<file path="config.mk">
export PLATFORM = sky130hd
export DESIGN_NAME = mdu_unit
export DESIGN_NICKNAME = d
export VERILOG_FILES = /design/src/rtl/mdu_unit.sv
export SDC_FILE = /design/constraint.sdc
export NUM_CORES = 2
export LEC_CHECK = 0
export ABC_AREA = 0
export BUFFER_PORTS_ARGS = -buffer_cell sky130_fd_sc_hd__clkbuf_2
export CAP_MARGIN = 20
export CORE_UTILIZATION = 41
export DETAILED_ROUTE_END_ITERATION = 10
export GPL_ROUTABILITY_DRIVEN = 0
export PLACE_DENSITY_LB_ADDON = 0.1
export SETUP_SLACK_MARGIN = 0.02
export SLEW_MARGIN = 20
export SYNTH_ARGS = -nofsm -noshare
export SYNTH_HDL_FRONTEND = slang
export SYNTH_SLANG_ARGS = --single-unit
</file>
<file path="constraint.sdc">
create_clock -name clk -period 15.9 [get_ports clk]
set_input_delay 1.59 -clock clk [delete_from_list [all_inputs] [get_ports clk]]
set_output_delay 1.59 -clock clk [all_outputs]
set_load 0.03 [all_outputs]
</file>
<file path="src/rtl/mdu_unit.sv">
// EX-stage multiply/divide unit owning HI/LO.
// Pipelined MULT/MULTU/MUL with fixed latency; radix-2 restoring DIV/DIVU.
module mdu_unit #(
    parameter int MUL_CYCLES = 2
) (
    input  logic        clk,
    input  logic        rst,
    input  logic        mdu_en_i,
    input  logic [3:0]  mdu_op_i,
    input  logic [31:0] mdu_a_i,
    input  logic [31:0] mdu_b_i,
    output logic        mdu_stall_o,
    output logic [31:0] mdu_result_o,
    output logic        mdu_busy_o,
    output logic [31:0] hi_o,
    output logic [31:0] lo_o
);

    typedef enum logic [1:0] {
        IDLE,
        MUL_WAIT,
        DIV_RUN,
        DIV_FIX
    } state_t;

    localparam logic [3:0] OP_DIV   = 4'd1;
    localparam logic [3:0] OP_DIVU  = 4'd2;
    localparam logic [3:0] OP_MUL   = 4'd3;
    localparam logic [3:0] OP_MULT  = 4'd4;
    localparam logic [3:0] OP_MULTU = 4'd5;
    localparam logic [3:0] OP_MFHI  = 4'd6;
    localparam logic [3:0] OP_MFLO  = 4'd7;
    localparam logic [3:0] OP_MTHI  = 4'd8;
    localparam logic [3:0] OP_MTLO  = 4'd9;

    localparam logic [4:0] MUL_CNT = 5'(MUL_CYCLES - 1);

    state_t      state_q, state_d;
    logic [4:0]  cnt_q, cnt_d;
    logic [3:0]  op_q, op_d;
    logic [31:0] a_q, a_d;
    logic [31:0] b_q, b_d;
    logic [31:0] hi_q, hi_d;
    logic [31:0] lo_q, lo_d;
    logic [31:0] mul_lo_q, mul_lo_d;
    logic        mul_done_q, mul_done_d;
    logic [31:0] rem_q, rem_d;
    logic [31:0] quo_q, quo_d;
    logic [31:0] dvs_q, dvs_d;

    logic        issue;
    logic [31:0] a_mag, b_mag;
    logic [63:0] mul_x, mul_y, prod;
    logic [32:0] shifted, diff;
    logic [31:0] quo_fix, rem_fix;

    assign issue = mdu_en_i && (mdu_op_i >= OP_DIV) && (mdu_op_i <= OP_MTLO);

    // Signed divide runs on magnitudes; sign is restored in DIV_FIX.
    assign a_mag = (mdu_op_i == OP_DIV && mdu_a_i[31]) ? -mdu_a_i : mdu_a_i;
    assign b_mag = (mdu_op_i == OP_DIV && mdu_b_i[31]) ? -mdu_b_i : mdu_b_i;

    assign mul_x = (op_q == OP_MULT) ? {{32{a_q[31]}}, a_q} : {32'd0, a_q};
    assign mul_y = (op_q == OP_MULT) ? {{32{b_q[31]}}, b_q} : {32'd0, b_q};
    assign prod  = mul_x * mul_y;

    assign shifted = {rem_q, quo_q[31]};
    assign diff    = shifted - {1'b0, dvs_q};

    assign quo_fix = (op_q == OP_DIV && (a_q[31] ^ b_q[31])) ? -quo_q : quo_q;
    assign rem_fix = (op_q == OP_DIV && a_q[31]) ? -rem_q : rem_q;

    assign mdu_busy_o = (state_q != IDLE);
    assign hi_o       = hi_q;
    assign lo_o       = lo_q;

    always_comb begin
        mdu_result_o = 32'd0;
        if (mdu_en_i) begin
            case (mdu_op_i)
                OP_MFHI: mdu_result_o = hi_q;
                OP_MFLO: mdu_result_o = lo_q;
                OP_MUL:  mdu_result_o = mul_lo_q;
                default: mdu_result_o = 32'd0;
            endcase
        end
    end

    always_comb begin
        state_d     = state_q;
        cnt_d       = cnt_q;
        op_d        = op_q;
        a_d         = a_q;
        b_d         = b_q;
        hi_d        = hi_q;
        lo_d        = lo_q;
        mul_lo_d    = mul_lo_q;
        mul_done_d  = mul_done_q;
        rem_d       = rem_q;
        quo_d       = quo_q;
        dvs_d       = dvs_q;
        mdu_stall_o = issue && (state_q != IDLE);

        case (state_q)
            IDLE: begin
                if (issue) begin
                    case (mdu_op_i)
                        OP_DIV, OP_DIVU: begin
                            op_d    = mdu_op_i;
                            a_d     = mdu_a_i;
                            b_d     = mdu_b_i;
                            rem_d   = 32'd0;
                            quo_d   = a_mag;
                            dvs_d   = b_mag;
                            cnt_d   = 5'd31;
                            state_d = DIV_RUN;
                        end
                        OP_MULT, OP_MULTU: begin
                            op_d    = mdu_op_i;
                            a_d     = mdu_a_i;
                            b_d     = mdu_b_i;
                            cnt_d   = MUL_CNT;
                            state_d = MUL_WAIT;
                        end
                        OP_MUL: begin
                            if (mul_done_q) begin
                                mul_done_d = 1'b0;
                            end else begin
                                op_d        = mdu_op_i;
                                a_d         = mdu_a_i;
                                b_d         = mdu_b_i;
                                cnt_d       = MUL_CNT;
                                state_d     = MUL_WAIT;
                                mdu_stall_o = 1'b1;
                            end
                        end
                        OP_MTHI: hi_d = mdu_a_i;
                        OP_MTLO: lo_d = mdu_a_i;
                        default: ;
                    endcase
                end
            end
            MUL_WAIT: begin
                cnt_d = cnt_q - 5'd1;
                if (cnt_q == 5'd0) begin
                    state_d = IDLE;
                    if (op_q == OP_MUL) begin
                        mul_lo_d   = prod[31:0];
                        mul_done_d = 1'b1;
                    end else begin
                        hi_d = prod[63:32];
                        lo_d = prod[31:0];
                    end
                end
            end
            DIV_RUN: begin
                cnt_d = cnt_q - 5'd1;
                if (!diff[32]) begin
                    rem_d = diff[31:0];
                    quo_d = {quo_q[30:0], 1'b1};
                end else begin
                    rem_d = shifted[31:0];
                    quo_d = {quo_q[30:0], 1'b0};
                end
                if (cnt_q == 5'd0) begin
                    state_d = DIV_FIX;
                end
            end
            DIV_FIX: begin
                state_d = IDLE;
                if (b_q == 32'd0) begin
                    lo_d = 32'hFFFF_FFFF;
                    hi_d = a_q;
                end else begin
                    lo_d = quo_fix;
                    hi_d = rem_fix;
                end
            end
            default: state_d = IDLE;
        endcase
    end

    always_ff @(posedge clk or posedge rst) begin
        if (rst) begin
            state_q    <= IDLE;
            cnt_q      <= 5'd0;
            op_q       <= 4'd0;
            a_q        <= 32'd0;
            b_q        <= 32'd0;
            hi_q       <= 32'd0;
            lo_q       <= 32'd0;
            mul_lo_q   <= 32'd0;
            mul_done_q <= 1'b0;
            rem_q      <= 32'd0;
            quo_q      <= 32'd0;
            dvs_q      <= 32'd0;
        end else begin
            state_q    <= state_d;
            cnt_q      <= cnt_d;
            op_q       <= op_d;
            a_q        <= a_d;
            b_q        <= b_d;
            hi_q       <= hi_d;
            lo_q       <= lo_d;
            mul_lo_q   <= mul_lo_d;
            mul_done_q <= mul_done_d;
            rem_q      <= rem_d;
            quo_q      <= quo_d;
            dvs_q      <= dvs_d;
        end
    end

endmodule

</file>
==> qor.txt <==
CTS resizes = 0
Cells after synthesis = 7,056
Synth area leader = fa_1
Run status = finished, final reports clean
Largest cells by area after synthesis = fa_1 44%, dfrtp_1 10%, inv_1 9.2%
Clk buf depth = 3
I/O Buffers = 168
Initial antenna violation count = 24
Startpoint type of the worst setup path = flop
Die ar. = 0.159 mm2
Hold Fails Final Rpt = 0
Vias per std cell = 5.31
Most used cell, CP = fa_1
Sequential share of the synthesized area = 10.4%
Netlist cell types = 84
Row count = 145
Post-synth EDFFs = 0
Routed wire length = 214 mm
Crit Path Category = flop to flop
Clk_lat worst skew = 0.58 ns
Worst-path fanout max = 27
Synth Flop Type = dfrtp_1
Share of cells above drive strength 1 = 6.54%
#FFs+latches synth = 268
WP buf/inv = 7
Per-cell routed wire length = 23.8 um
CP Capture Type = flop
Slowest CP cell = fa_1
Pin count of the biggest net entering global routing = 163
Fin crit share = 67.1%
Hold Crit Class = flop to flop
WHS = 0.482 ns
Antenna Violating Nets Remaining = 0
Nets = 8,782
Setup Skew = 0.0129 ns
Async SR Flop Fraction = 100%
Arr. time, crit path = 11.14 ns
Drt first pass iters = 6
DP Wirelength = 169 mm
Layout fillers = 15,630
Post-CTS Setup Bufs = 0
Area grow syn2layout = 5.76%
Core Region = 0.156 mm2
Synth Cell Area = 0.0644 mm2
Top-Level Pins = 169
Root Buffer = clkbuf_16
Slew headroom = 25.8%
Cts bufs inserted = 29
Synth top area share = 44.1%
Worst Tran Pin Value = 1.11 ns
All-Layer GR Usage = 27.9%
Syn nets = 8,900
Pins over their slew limit = 0
Worst path required time = 16.36 ns
Max-cap violations = 0
Drt initial violations = 3,872
Routed via count = 47,913
Syn Area/Cell = 9.13 um2
Grt ovf = 0
RSZ-0062 raised after global routing = no
First-pass GRT wire length = 330 mm
Clk pin slew, worst setup/hold paths = 0.07 ns
Die X = 398 um
Final setup viols = 0
DIE HEIGHT = 398 um
DRC = 0
CTS Sinks = 268
Hold buffer count at CTS = 0
Initial Utilization = 41.3%
TNS Setup = 0 ns
Vias in the first global route = 51,705
CTS tree = built
Crit-path max cell delay = 0.83 ns
Tmin final = 10.67 ns
Yosys synthesis warning count = 0
Family with the most delay on the worst path = adder cells
CTS H-Tree Depth = 1
Highest clock rate = 0.0937 GHz
-- sequential cells by signal, summed over array words and instances (netlist names) --
register    flops
a_q            32
b_q            32
dvs_q          32
hi_o           32
lo_o           32
mul_lo_q       32
quo_q          32
rem_q          32
cnt_q           5
op_q            4
state_q         2
mul_done_q      1
-- stage by stage --
stage | cells | area, um2 | utilization [%] | setup WS (ns)
after floorplan | 7056 | 64400 | - | 5.95
after global placement | 8964 | 67100 | 43.0 | 5.38
after detailed placement | 8965 | 67100 | 43.0 | 5.36
after CTS | 9017 | 68100 | 43.6 | 5.29
after global routing | 9018 | 68100 | 43.6 | 4.72
final | 9024 | 68100 | 43.7 | 5.23
-- placed cells by master (no fill, tap or decap), types with 17 or more instances in the layout --
cell type / n
buf_4: 87
clkbuf_2: 168
mux2i_1: 32
nand2b_1: 20
a21oi_1: 212
a22oi_1: 27
o21ai_0: 235
nand3_1: 33
a21o_1: 66
ha_1: 350
nor2_1: 177
a222oi_1: 32
xnor2_1: 165
nor3_1: 39
o21a_1: 23
mux2_2: 86
a31oi_1: 28
inv_1: 1569
fa_1: 1420
o21ai_1: 35
and2_1: 420
or3_1: 17
clkbuf_16: 29
o31ai_1: 30
nand2_1: 959
nor4_1: 20
nand4_1: 23
and3_1: 35
xor2_1: 88
o21bai_1: 17
dfrtp_1: 253
a221oi_1: 29
-- metal layers --
layer	part of all wire, %	global-route usage (%)
met4	4.1	9.28
met3	5.2	3.26
met1	42	36.8
met2	49	47.5
met5	0.016	0
-- final cells by class --
type	count	area, um2	area share (%)
Tap cell	2058	2570	3.78
Multi-Input combinational cell	4810	50400	73.9
Clock buffer	34	754	1.11
Clock inverter	18	262	0.384
Timing Repair Buffer	257	1530	2.24
Inverter	1572	5910	8.67
Antenna cell	7	17.5	0.0257
Sequential cell	268	6730	9.87
-- kinds of logic after synthesis --
kind of cell | Yosys count | synth area share (%)
multiplexers | 118 | 2.00
AND/OR/NAND/NOR | 1820 | 13.3
AO/OA/AOI/OAI | 841 | 8.23
flip-flops | 268 | 10.4
adder cells (fa/ha/maj) | 1777 | 51.1
buffers and inverters | 1978 | 11.5
XOR/XNOR | 254 | 3.45
-- synthesized netlist by cell type (all sizes together), types with 86 or more instances --
cell	instances
inv	1571
fa	1420
nand2	962
and2	422
clkbuf	390
ha	353
o21ai	270
dfrtp	268
a21oi	212
nor2	180
xnor2	165
xor2	89
mux2	86
-- worst paths after layout --
| path | from | endpoint | slack, ns | cells past startpoint |
|---|---|---|---|---|
| min reg2reg | dvs_q[1] | dvs_q[1] | 0.48 | 2 |
| max | op_q[0] | hi_o[30] | 5.23 | 28 |
| max in group asynchronous | rst | a_q[2] | 13.32 | 3 |
| min | dvs_q[1] | dvs_q[1] | 0.48 | 2 |
| min in group asynchronous | rst | cnt_q[2] | 1.15 | 2 |
| max reg2reg | op_q[0] | hi_o[30] | 5.23 | 28 |
-- tightest hold or removal path, stage by stage, from the launching register on --
cell	delay, ns
dfrtp_1	0.34
nand2_1	0.05
o21ai_0	0.06
Power is left out: the tool's default activity adds up to more than one toggle a clock period on the data nets, which glitch-free logic cannot reach.
